**src/rtl/clock_set_controller.sv**
```systemverilog
// clock_set_controller
//   Front-panel sequencer for the world clock. Conditions the three set-mode
//   buttons, runs the RUN/SET state machine and emits one-cycle increment
//   pulses, with auto-repeat, to the hour/minute/day/month/year counters.
//   It also drives the display view select, the field blink and the
//   timekeeping run enable.
//
//   Optional feature: define AUTO_CYCLE_EN to let the view toggle between
//   time and date on its own every AUTO_CYCLE_CYC cycles while in RUN.
//
// Ports
//   clk100hz   in   100 Hz system clock
//   reset      in   asynchronous, active-high
//   btn_mode   in   raw button: enter / leave set mode
//   btn_next   in   raw button: advance to the next field
//   btn_inc    in   raw button: increment field (in RUN: toggle the view)
//   inc_hour .. inc_year  out  registered one-cycle increment pulses
//   field_sel  out  [2:0] 0=RUN 1=HOUR 2=MIN 3=DAY 4=MONTH 5=YEAR
//   view_date  out  0 = time view, 1 = date view
//   blank      out  blank the digits of the selected field
//   run_en     out  timekeeping counters may advance

// Per-button conditioning: 2-flop synchronizer plus a consecutive-mismatch
// debounce counter. press is a one-cycle rising-edge event of the level.
module clock_set_debounce #(
    parameter int DEBOUNCE_CYC = 3
) (
    input  logic clk100hz,
    input  logic reset,
    input  logic raw,
    output logic level,
    output logic press
);
    localparam int CW = $clog2(DEBOUNCE_CYC + 1);

    logic [1:0]    sync;
    logic [CW-1:0] cnt;
    logic          mismatch;
    logic          flip;

    // The level flips on the sample that mismatches after DEBOUNCE_CYC
    // mismatches have already been counted. A pulse must therefore survive
    // DEBOUNCE_CYC+1 samples, and press is asserted in the cycle before the
    // level register flips so that downstream registers land on the same
    // edge as the level.
    assign mismatch = sync[1] ^ level;
    assign flip     = mismatch && (cnt == CW'(DEBOUNCE_CYC));
    assign press    = flip && !level;

    always_ff @(posedge clk100hz or posedge reset) begin
        if (reset) begin
            sync  <= '0;
            cnt   <= '0;
            level <= 1'b0;
        end else begin
            sync <= {sync[0], raw};
            if (!mismatch || flip)
                cnt <= '0;
            else
                cnt <= cnt + CW'(1);
            if (flip)
                level <= ~level;
        end
    end
endmodule

module clock_set_controller #(
    parameter int DEBOUNCE_CYC   = 3,
    parameter int REPEAT_DELAY   = 50,
    parameter int REPEAT_RATE    = 10,
    parameter int TIMEOUT_CYC    = 1000,
    parameter int BLINK_HALF     = 25,
    parameter int AUTO_CYCLE_CYC = 500
) (
    input  logic       clk100hz,
    input  logic       reset,
    input  logic       btn_mode,
    input  logic       btn_next,
    input  logic       btn_inc,
    output logic       inc_hour,
    output logic       inc_min,
    output logic       inc_day,
    output logic       inc_month,
    output logic       inc_year,
    output logic [2:0] field_sel,
    output logic       view_date,
    output logic       blank,
    output logic       run_en
);
    localparam int NUM_BTN = 3;
    localparam int B_MODE  = 0;
    localparam int B_NEXT  = 1;
    localparam int B_INC   = 2;

    localparam int RPT_MAX = (REPEAT_DELAY > REPEAT_RATE) ? REPEAT_DELAY : REPEAT_RATE;
    localparam int RW      = $clog2(RPT_MAX + 1);
    localparam int TW      = $clog2(TIMEOUT_CYC);
    localparam int BW      = $clog2(2 * BLINK_HALF);

    typedef enum logic [2:0] {
        ST_RUN   = 3'd0,
        ST_HOUR  = 3'd1,
        ST_MIN   = 3'd2,
        ST_DAY   = 3'd3,
        ST_MONTH = 3'd4,
        ST_YEAR  = 3'd5
    } state_t;

    // ------------------------------------------------------------------
    // Input conditioning
    // ------------------------------------------------------------------
    logic [NUM_BTN-1:0] btn_raw;
    logic [NUM_BTN-1:0] btn_lvl;
    logic [NUM_BTN-1:0] btn_press;

    assign btn_raw = {btn_inc, btn_next, btn_mode};

    for (genvar i = 0; i < NUM_BTN; i++) begin : g_btn
        clock_set_debounce #(
            .DEBOUNCE_CYC(DEBOUNCE_CYC)
        ) u_db (
            .clk100hz(clk100hz),
            .reset   (reset),
            .raw     (btn_raw[i]),
            .level   (btn_lvl[i]),
            .press   (btn_press[i])
        );
    end

    logic mode_p, next_p, inc_p, inc_lvl;
    assign mode_p  = btn_press[B_MODE];
    assign next_p  = btn_press[B_NEXT];
    assign inc_p   = btn_press[B_INC];
    assign inc_lvl = btn_lvl[B_INC];

    // ------------------------------------------------------------------
    // State and counters
    // ------------------------------------------------------------------
    state_t        state, state_nxt;
    logic [RW-1:0] rpt_cnt;
    logic          rpt_arm;
    logic          rpt_phase;     // 0: waiting out REPEAT_DELAY, 1: REPEAT_RATE
    logic [TW-1:0] tmo_cnt;
    logic [BW-1:0] blink_cnt;
    logic [4:0]    inc_vec, inc_nxt;
    logic          view_nxt;

    logic inc_acc;     // inc press that survives mode > next > inc priority
    logic state_chg;
    logic in_set;
    logic idle;
    logic timeout;
    logic rpt_fire;
    logic fire;
    logic auto_tgl;

    assign in_set  = (state != ST_RUN);
    assign inc_acc = inc_p && !mode_p && !next_p;
    assign idle    = !(|btn_lvl) && !(|btn_press);
    assign timeout = in_set && idle && (tmo_cnt == TW'(TIMEOUT_CYC - 1));

    always_comb begin
        state_nxt = state;
        if (!in_set) begin
            if (mode_p)
                state_nxt = ST_HOUR;
        end else if (mode_p) begin
            state_nxt = ST_RUN;
        end else if (next_p) begin
            case (state)
                ST_HOUR:  state_nxt = ST_MIN;
                ST_MIN:   state_nxt = ST_DAY;
                ST_DAY:   state_nxt = ST_MONTH;
                ST_MONTH: state_nxt = ST_YEAR;
                default:  state_nxt = ST_RUN;
            endcase
        end else if (timeout) begin
            state_nxt = ST_RUN;
        end
    end

    assign state_chg = (state_nxt != state);

    assign rpt_fire = rpt_arm && inc_lvl &&
                      (rpt_phase ? (rpt_cnt == RW'(REPEAT_RATE))
                                 : (rpt_cnt == RW'(REPEAT_DELAY)));

    // A state change in the same cycle swallows both the press and any
    // pending repeat, so pulses never leak into the next field or RUN.
    assign fire = in_set && !state_chg && (inc_acc || rpt_fire);

    always_comb begin
        inc_nxt = '0;
        if (fire) begin
            case (state)
                ST_HOUR:  inc_nxt[0] = 1'b1;
                ST_MIN:   inc_nxt[1] = 1'b1;
                ST_DAY:   inc_nxt[2] = 1'b1;
                ST_MONTH: inc_nxt[3] = 1'b1;
                ST_YEAR:  inc_nxt[4] = 1'b1;
                default:  inc_nxt    = '0;
            endcase
        end
    end

    // Entering any state fixes the view; within RUN only a toggle moves it.
    always_comb begin
        view_nxt = view_date;
        if (state_chg)
            view_nxt = (state_nxt == ST_DAY) || (state_nxt == ST_MONTH) ||
                       (state_nxt == ST_YEAR);
        else if (!in_set && (inc_acc || auto_tgl))
            view_nxt = ~view_date;
    end

`ifdef AUTO_CYCLE_EN
    localparam int AW = $clog2(AUTO_CYCLE_CYC);
    logic [AW-1:0] ac_cnt;

    assign auto_tgl = !in_set && (ac_cnt == AW'(AUTO_CYCLE_CYC - 1));

    always_ff @(posedge clk100hz or posedge reset) begin
        if (reset)
            ac_cnt <= '0;
        else if (in_set || state_chg || inc_acc || auto_tgl)
            ac_cnt <= '0;
        else
            ac_cnt <= ac_cnt + AW'(1);
    end
`else
    assign auto_tgl = 1'b0;
`endif

    always_ff @(posedge clk100hz or posedge reset) begin
        if (reset) begin
            state     <= ST_RUN;
            view_date <= 1'b0;
            run_en    <= 1'b1;
            inc_vec   <= '0;
        end else begin
            state     <= state_nxt;
            view_date <= view_nxt;
            run_en    <= (state_nxt == ST_RUN);
            inc_vec   <= inc_nxt;
        end
    end

    // Auto-repeat: armed by an accepted press in a SET state. The count
    // includes the press cycle so the first repeat lands REPEAT_DELAY edges
    // after the press pulse, later ones every REPEAT_RATE edges.
    always_ff @(posedge clk100hz or posedge reset) begin
        if (reset) begin
            rpt_arm   <= 1'b0;
            rpt_phase <= 1'b0;
            rpt_cnt   <= '0;
        end else if (in_set && !state_chg && inc_acc) begin
            rpt_arm   <= 1'b1;
            rpt_phase <= 1'b0;
            rpt_cnt   <= RW'(1);
        end else if (state_chg || !inc_lvl || !rpt_arm) begin
            rpt_arm   <= 1'b0;
            rpt_phase <= 1'b0;
            rpt_cnt   <= '0;
        end else if (rpt_fire) begin
            rpt_phase <= 1'b1;
            rpt_cnt   <= RW'(1);
        end else begin
            rpt_cnt   <= rpt_cnt + RW'(1);
        end
    end

    // Idle timer: only counts while nothing is pressed or held.
    always_ff @(posedge clk100hz or posedge reset) begin
        if (reset)
            tmo_cnt <= '0;
        else if (!in_set || state_chg || !idle)
            tmo_cnt <= '0;
        else
            tmo_cnt <= tmo_cnt + TW'(1);
    end

    always_ff @(posedge clk100hz or posedge reset) begin
        if (reset)
            blink_cnt <= '0;
        else if (!in_set || state_chg || (blink_cnt == BW'(2 * BLINK_HALF - 1)))
            blink_cnt <= '0;
        else
            blink_cnt <= blink_cnt + BW'(1);
    end

    // Holding inc keeps the digits lit so the user can watch them move.
    assign blank = in_set && !inc_lvl && (blink_cnt >= BW'(BLINK_HALF));

    assign field_sel = state;
    assign inc_hour  = inc_vec[0];
    assign inc_min   = inc_vec[1];
    assign inc_day   = inc_vec[2];
    assign inc_month = inc_vec[3];
    assign inc_year  = inc_vec[4];
endmodule

```
**config.mk**
```make
export PLATFORM = sky130hd
export DESIGN_NAME = clock_set_controller
export DESIGN_NICKNAME = d
export VERILOG_FILES = /design/src/rtl/clock_set_controller.sv
export SDC_FILE = /design/constraint.sdc
export NUM_CORES = 1
export LEC_CHECK = 0
export CAP_MARGIN = 40
export CORE_MARGIN = 4
export CORE_UTILIZATION = 55
export DETAILED_ROUTE_END_ITERATION = 10
export PLACE_DENSITY = 0.77
export SYNTH_ARGS = -nofsm -noshare
export SYNTH_HDL_FRONTEND = slang
export SYNTH_SLANG_ARGS = --single-unit
```
**constraint.sdc**
```tcl
create_clock -name clk100hz -period 2.3 [get_ports clk100hz]
set_input_delay 0.345 -clock clk100hz [delete_from_list [all_inputs] [get_ports clk100hz]]
set_output_delay 0.345 -clock clk100hz [all_outputs]
set_load 0.005 [all_outputs]
```
# Yosys cells after proc, flatten, opt, wreduce, memory -nomap -nowiden
# Index checks and enable logic that the tools add are counted.
[word_totals]
mem_bits_ro = 0
out_inout_bits = 11
wordCells = 127
latchBits = 0
n_memories = 0
reg_bits = 49
input_bits = 5
ram_bits = 0
[op_classes]
shift = 0
n_reduce_logical = 51
n_bitwise = 7
magnitude_cmp = 1
n_mux = 28
div_mod_pow = 0
eq_ne = 16
n_mul = 0
n_addsub = 6
[ops]
columns = ["cell", "n"]
rows = [
  ["$mux 6", 4],
  ["$logic_and 1x1->1", 19],
  ["$mux 3", 5],
  ["$logic_not 1->1", 14],
  ["$mux 1", 13],
  ["$add 6x1->6 const B", 2],
  ["$eq 3x3->1 const B", 4],
  ["$eq 6x6->1 const B", 2],
  ["$pmux 3 s4", 1],
  ["$logic_or 1x1->1", 11],
  ["$add 10x1->10 const B", 1],
  ["$eq 10x10->1 const B", 1],
  ["$mux 10", 1],
  ["$eq 3x2->1 const B", 3],
  ["$add 2x1->2 const B", 3],
  ["$eq 2x2->1 const B", 3],
  ["$eq 6x4->1 const B", 1],
  ["$ge 6x5->1 const B", 1],
  ["$mux 2", 3],
  ["$reduce_bool 3->1", 2],
  ["$reduce_or 3->1", 2],
  ["$mux 5", 1],
  ["$not 1->1", 4],
  ["$reduce_bool 2->1", 2],
  ["4 further kinds", 6],
]

# Logic depth before layout (Yosys ltp)
# Gate-level depths: netlist of the first run.
[logic_depth]
depth_word = 17
depth_mapped = 6

# By module
# Synthesis of the first run repeated with hierarchy kept, for this count alone.
[unflattened]
cells_unflattened = 208
area_unflattened_um2 = 2341.0
[modules_own_cells]
columns = ["module", "n_inst", "area_each_um2", "cells_each", "seq_area_each_um2"]
rows = [
  ["clock_set_controller", 1, 1789.2, 166, 852.1],
  ["clock_set_debounce", 3, 183.9, 14, 125.1],
]

# Worst setup path before layout of the first run
# Ideal clock, no wire load.
[synth_path]
path_type = "register to register"
start = "register g_btn[1].u_db.cnt[0]"
end = "register inc_vec[1]"
path_buffers = 1
setup_time_ns = 0.105
required_time_ns = 2.195
t_arrival_ns = 1.592
slack_ns = 0.603
stages_incl_launch_ff = 6
period_less_slack_ns = 1.697
cell_sequence = "dfrtp_1 > ha_1 > and3b_1 > clkbuf_4 > o32a_1 > nor4b_1"
[synth_via]
elab_chain_len = 17
elab_cells_between_ends = 20
cone_classes = "eq/ne: 2; mux: 5; reduce/logical: 13"
[synth_rtl]
columns = ["element", "line", "source"]
rows = [
  ["start, declared", "37", "logic [CW-1:0] cnt;"],
  ["start signal, assigned", "60", "cnt <= cnt + CW'(1);"],
  ["$eq 2x2->1 *", "47", "assign flip = mismatch && (cnt == CW'(DEBOUNCE_CYC));"],
  ["$logic_and 1x1->1 *", "47", ""],
  ["$logic_and 1x1->1 *", "48", "assign press = flip && !level;"],
  ["$reduce_or 3->1", "159", "assign idle = !(|btn_lvl) && !(|btn_press);"],
  ["$logic_not 1->1", "159", ""],
  ["$logic_and 1x1->1", "159", ""],
  ["$logic_and 1x1->1 (2 in a row)", "160", "assign timeout = in_set && idle && (tmo_cnt == TW'(TIMEOUT_CYC - 1));"],
  ["$mux 3", "177", "end else if (timeout) begin"],
  ["$mux 3", "169", "end else if (next_p) begin"],
  ["$mux 3", "167", "end else if (mode_p) begin"],
  ["$mux 3", "164", "if (!in_set) begin"],
  ["$ne 3x3->1", "182", "assign state_chg = (state_nxt != state);"],
  ["$logic_not 1->1", "190", "assign fire = in_set && !state_chg && (inc_acc || rpt_fire);"],
  ["$logic_and 1x1->1", "190", ""],
  ["$logic_and 1x1->1 *", "190", ""],
  ["$mux 5 *", "194", "if (fire) begin"],
  ["via inc_nxt[1]", "145", "logic [4:0] inc_vec, inc_nxt;"],
  ["end signal, assigned", "244", "inc_vec <= inc_nxt;"],
  ["end, declared", "145", ""],
]
# The timed path passes the listed nets; every way through them passes the cells marked *.
# A chain may end at the register's enable or synchronous reset.

# Worst setup path after layout of the first run
[layout_path]
start = "register blink_cnt[1]"
end = "output port blank"
[layout_via]
elab_chain_len = 2
[layout_rtl]
columns = ["element", "line", "source"]
rows = [
  ["start, declared", "144", "logic [BW-1:0] blink_cnt;"],
  ["start signal, assigned", "288", "blink_cnt <= blink_cnt + BW'(1);"],
  ["$ge 6x5->1", "292", "assign blank = in_set && !inc_lvl && (blink_cnt >= BW'(BLINK_HALF));"],
  ["$logic_and 1x1->1", "292", ""],
  ["end, declared", "87", "output logic blank,"],
]
# No other way between the ends.

==> summary.txt, run 1 <==
Outcome = finished, final reports clean
Post-cts hold buffer count = 0
DRT iter0 DRCs = 129
Max Cap Violations = 0
Max incr delay on CP = 0.50 ns
Total CTS buffers = 5
Wire per inst = 13.9 µm
Boundary Pins = 16
Mean post-synth cell area = 11.1 µm²
CTS H-tree depth = 2
Max VDD drop = 0.000598 V
Ys Warns = 0
Critical-path cell list = inv_1, ha_1, nor2_1, a21oi_1, o211a_1, clkdlybuf4s50_1
Drc violations = 0
Chip Width = 73.2 µm
Clock sinks = 49
Share of cells above drive strength 1 = 10.0%
Post-DRT Antenna Nets = 0
Mapped Cells = 210
Number of flops mapped to enable cells by yosys = 0
Relative slew slack = 67.4%
Setup WS pre-CTS = 0.461 ns
GP Congestion = 0.833
Worst EP required = 1.96 ns
Gr usage total = 16.7%
Largest net degree at the start of global routing = 50
Arrival @ worst endpoint = 1.78 ns
Post-synthesis sequential area ratio = 52.5%
Vias in the first global route = 1,633
CP max stage cell = clkdlybuf4s50_1
Fin. Hold Viols = 0
Clock Path Buffers = 2
I/O Buffers = 15
Crit path time final = 2.13 ns
DR pass1 iterations = 4
Leakage = 1.09 nW
Synth-to-Final Area Change = 13.3%
Vias = 1,564
Fin crit share = 92.5%
Most used DFF post-synth = dfrtp_1
Hold Path Class = flip-flop to flip-flop
Final slew viol count = 0
Core footprint = 4060 µm²
Crit. End Element = output port
Clk root buf = clkbuf_8
#FFs+latches synth = 49
Final Util = 65.3%
Initial Util = 57.6%
Worst-Skew Late Latency = 0.29 ns
First-pass GRT wire length = 7100 µm
Antenna violations before repair = 0
# nets final = 243
WHS = 0.355 ns
Startpoint types = flip-flop
Post-CTS setup buffers = 0
Post-synth ARST share = 100%
Critical path class = flip-flop to output port
Maximum clock rate = 0.470 GHz
Setup Viol. Count Final = 0
Synthesized cell area = 2340 µm²
Final wirelength = 3890 µm
Full die area = 5360 µm²
Total power divided by cell area = 904 nW/µm²
Unique cell type count in the Yosys netlist = 47
Die height = 73.2 µm
CTS clock-pin slew for the worst setup and hold paths = 0.08 ns
Diode count = 0
# resized after CTS = 0
Syn Nets = 224
HPWL Detailed = 2780 µm
Slew @ Worst Pin = 0.485 ns
Fillcell total = 325
CTS tree = done
Final TNS setup = 0 ns
Final Worst Setup Slack = 0.172 ns
GRT overflow = 0
Crit path max fanout = 3
Vias per cell = 5.59
Row Count = 23
RSZ-0062 raised after global routing = no
Worst Clk Skew = 0.00620 ns
[power by group]
group / internal [mW] / total, mW / switching [mW]
clock: 0.354 / 0.613 / 0.259
combinational: 0.305 / 0.652 / 0.347
sequential: 1.00 / 1.13 / 0.131
total: 1.66 / 2.40 / 0.736
[cell usage after synthesis (2+ instances only)]
library cell,n,area (µm²)
nor3b_1,6,45.0
nand4_1,3,18.8
nand3b_1,3,22.5
nand2_1,12,45.0
and3b_1,2,17.5
xor2_1,6,52.6
mux2_2,2,22.5
inv_1,6,22.5
nor4b_1,2,17.5
o21ai_0,4,20.0
a21oi_1,8,40.0
a211oi_1,5,37.5
nand2b_1,2,12.5
nor3_1,13,65.1
buf_6,2,22.5
xnor2_1,14,123
buf_4,2,15.0
dfrtp_1,48,1200
nand3_1,7,35.0
ha_1,9,113
nor4bb_1,2,20.0
nor2_1,24,90.1
nand4_2,2,25.0
nor2b_1,3,18.8
[per-stage QoR]
| stage | power [mW] | instance area, µm² | instances |
|---|---|---|---|
| 2_1_floorplan | 1.60 | 2340 | 210 |
| 3_3_place_gp | 1.77 | 2530 | 272 |
| 3_5_place_dp | 1.81 | 2530 | 272 |
| 4_1_cts | 2.43 | 2650 | 280 |
| 5_1_grt | 2.57 | 2650 | 280 |
| 6_report | 2.40 | 2650 | 280 |
[critical path: cells and delay by family, from the launching register on]
family                   cells  cell delay, ns
adder cells (fa/ha/maj)      1            0.17
AND/OR/NAND/NOR              1            0.05
AO/OA/AOI/OAI                2            0.31
flip-flops                   1            0.40
buffers and inverters        2            0.58
[final cells by class]
class	instances	area, µm²	area share [%]
Sequential cell	49	1230	46.3
Timing Repair Buffer	17	178	6.70
Clock inverter	1	30.0	1.13
Clock buffer	7	86.3	3.26
Multi-Input combinational cell	150	1040	39.4
Tap cell	50	62.6	2.36
Inverter	6	22.5	0.850
[state kept, by name, indices dropped and copies added (netlist names)]
| register | cells |
|---|---|
| view_date | 1 |
| blink_cnt | 6 |
| rpt_cnt | 6 |
| run_en | 1 |
| rpt_arm | 1 |
| tmo_cnt | 10 |
| g_btn.u_db.cnt | 6 |
| field_sel | 3 |
| g_btn.u_db.sync | 6 |
| inc_vec | 5 |
| g_btn.u_db.level | 3 |
| rpt_phase | 1 |
[layout by cell type, fill, tap and decap left out, types with 2 or more instances in the layout]
cell type,instances
nand3_1,7
nand3b_1,3
inv_1,5
o21ai_0,4
a21oi_1,8
xor2_1,6
nor3b_1,6
nand2_1,12
ha_1,9
nor4bb_1,2
nor2b_1,3
mux2_2,2
nor3_1,13
and3b_1,2
nor2_1,24
clkdlybuf4s50_1,15
clkbuf_8,6
nand4_1,3
nand2b_1,2
nor4b_1,2
nand4_2,2
xnor2_1,14
a211oi_1,5
dfrtp_1,48
[logic make-up (layout without fill, tap and decap cells)]
| group | after synthesis | after routing | share of synthesized area, % |
|---|---|---|---|
| AOI/OAI and AO/OA | 29 | 29 | 9.20 |
| xor gates and xnor gates | 20 | 20 | 7.49 |
| adders and majority gates | 9 | 9 | 4.82 |
| buffers and inverters | 11 | 31 | 2.89 |
| DFF | 49 | 49 | 52.5 |
| muxes | 2 | 2 | 0.963 |
| and+or+nand+nor | 90 | 90 | 22.2 |
[metal layers]
layer  global-route usage, %  vias to the layer above  part of all wire (%)
met5                       0                        -                     0
met3                    4.13                        2                   3.2
met2                    27.8                       28                    50
li1                        -                      775                     -
met4                    4.92                        0                  0.54
met1                    21.4                      759                    46
[final timing paths]
kind	end	depth (start not counted)	slack (ns)	startpoint
hold / removal	g_btn[1].u_db.sync[1]	0	0.36	g_btn[1].u_db.sync[0]
hold reg to reg	g_btn[1].u_db.sync[1]	0	0.36	g_btn[1].u_db.sync[0]
max in group asynchronous	run_en	3	1.63	reset
setup reg to reg	inc_vec[1]	4	0.43	g_btn[0].u_db.cnt[0]
setup / recovery	blank	6	0.17	blink_cnt[1]
min in group asynchronous	tmo_cnt[2]	3	0.40	reset
(Power assumes the default switching activity.)
==> run 2: changes to the inputs <==
Settings changed: TNS_END_PERCENT set to 5.
==> results of run 2 <==
The final DEF is identical to that of run 1; final timing and power are the same.
==> run 3: changes to the inputs <==
Settings changed: PLACE_DENSITY 0.77 to not set, PLACE_DENSITY_LB_ADDON set to 0.1.
==> run 3 against run 2 <==
Fmax shrank 3.9%. Setup slack lost 0.087 ns. Clock power shrank 18%. Wire length grew 4.3%. Flip-flop and latch count is the same. Power shrank 4.0%. Clock-buffer cell count grew 1. Utilization shrank 0.65 points. Critical path depth shrank 3. Final area shrank 0.99%. Via count grew 1.6%. Sequential share of layout area grew 0.46 points. Critical path type unchanged. Largest cell class unchanged. Largest power group unchanged.
==> summary.txt, run 3 (synthesized netlist as in run 1, its figures left out) <==
Die height = 73.2 µm
First-pass GRT wire length = 7060 µm
Post-CTS setup buffers = 0
Family with the most delay on the worst path = flip-flops
Wire per inst = 14.5 µm
Hold Path Class = flip-flop to flip-flop
Fillcell total = 324
Share of cells above drive strength 1 = 9.57%
Critical path class = flip-flop to output port
Worst EP required = 1.96 ns
Drc violations = 0
Gr usage total = 17.2%
DR pass1 iterations = 4
Vias in the first global route = 1,591
Outcome = finished, final reports clean
Fin crit share = 96.3%
DRT iter0 DRCs = 152
Total power = 2.30 mW
CTS clock-pin slew for the worst setup and hold paths = 0.08 ns
Final Util = 64.7%
Post-cts hold buffer count = 0
Clock sinks = 49
Antenna violations before repair = 0
CP max stage cell = dfrtp_1
Leakage = 1.07 nW
# nets final = 243
Crit path max fanout = 9
Total CTS buffers = 5
Vias = 1,589
HPWL Detailed = 3020 µm
# resized after CTS = 0
Maximum clock rate = 0.452 GHz
GRT overflow = 0
Relative slew slack = 67.9%
Final slew viol count = 0
Crit. End Element = output port
I/O Buffers = 15
Startpoint types = flip-flop
Max incr delay on CP = 0.48 ns
Final wirelength = 4060 µm
Largest register FFs = 10
Row Count = 23
Max VDD drop = 0.000475 V
Boundary Pins = 16
RSZ-0062 raised after global routing = no
Post-DRT Antenna Nets = 0
Clock Path Buffers = 2
Worst-Skew Late Latency = 0.30 ns
Worst path bufs/invs = 1
Critical-path cell list = or3_1, o211a_1, clkdlybuf4s50_1
Vias per cell = 5.68
Fin. Hold Viols = 0
Core footprint = 4060 µm²
Arrival @ worst endpoint = 1.87 ns
Reg with most FFs = tmo_cnt
Worst Clk Skew = 0.00740 ns
Total power divided by cell area = 877 nW/µm²
Max Cap Violations = 0
Clk root buf = clkbuf_8
Slew @ Worst Pin = 0.481 ns
Synth-to-Final Area Change = 12.2%
Most frequent cells in the layout = dfrtp_1, nor2_1, clkdlybuf4s50_1
Initial Util = 57.6%
Full die area = 5360 µm²
Diode count = 0
Crit path time final = 2.21 ns
Largest net degree at the start of global routing = 29
Final TNS setup = 0 ns
CTS tree = done
CTS H-tree depth = 2
Setup Viol. Count Final = 0
GP Congestion = 0.822
Commonest non-fill, non-tap cell in the layout = dfrtp_1
Chip Width = 73.2 µm
-- run 3: final timing paths --
path                                        from                     to  slack [ns]  cells after the start
hold reg to reg            g_btn[0].u_db.sync[0]  g_btn[0].u_db.sync[1]        0.35                      0
setup reg to reg            g_btn[0].u_db.cnt[0]              view_date        0.43                      5
max in group asynchronous                  reset             rpt_cnt[2]        1.41                      3
min in group asynchronous                  reset             tmo_cnt[1]        0.37                      2
setup / recovery                    field_sel[0]                  blank        0.09                      3
hold / removal             g_btn[0].u_db.sync[0]  g_btn[0].u_db.sync[1]        0.35                      0
-- run 3: routing by layer --
layer	GRT usage (%)	wire length, µm	vias to the layer above	part of all wire, %
li1	-	-	777	-
met1	20.7	1820	767	45
met2	29.1	1970	38	49
met3	4.96	192	7	4.7
met4	6.15	70	0	1.7
met5	0	0	-	0
-- run 3: metrics by stage --
step | setup WS, ns | std cells | instance area (µm²) | hold WS (ns)
after floorplan | 0.603 | 210 | 2340 | 0.331
after CTS | 0.0937 | 280 | 2620 | 0.357
after global routing | 0.0406 | 280 | 2620 | 0.374
after global placement | 0.456 | 272 | 2530 | 0.332
final | 0.0859 | 280 | 2620 | 0.354
after detailed placement | 0.446 | 272 | 2530 | 0.338
-- run 3: final cells by class --
| type | count | area (µm²) | area share [%] |
|---|---|---|---|
| flip-flops and latches | 49 | 1230 | 46.8 |
| multi-input cells | 150 | 1040 | 39.8 |
| repair buffers | 17 | 178 | 6.77 |
| clock buffers | 8 | 90.1 | 3.43 |
| well taps | 50 | 62.6 | 2.38 |
| inverters | 6 | 22.5 | 0.858 |
-- run 3: power by group --
part | total [mW] | leakage [nW] | switching, mW | internal [mW]
clock network | 0.505 | 0.0455 | 0.260 | 0.245
registers | 1.13 | 0.651 | 0.131 | 1.00
logic | 0.664 | 0.378 | 0.358 | 0.305
total | 2.30 | 1.07 | 0.750 | 1.55
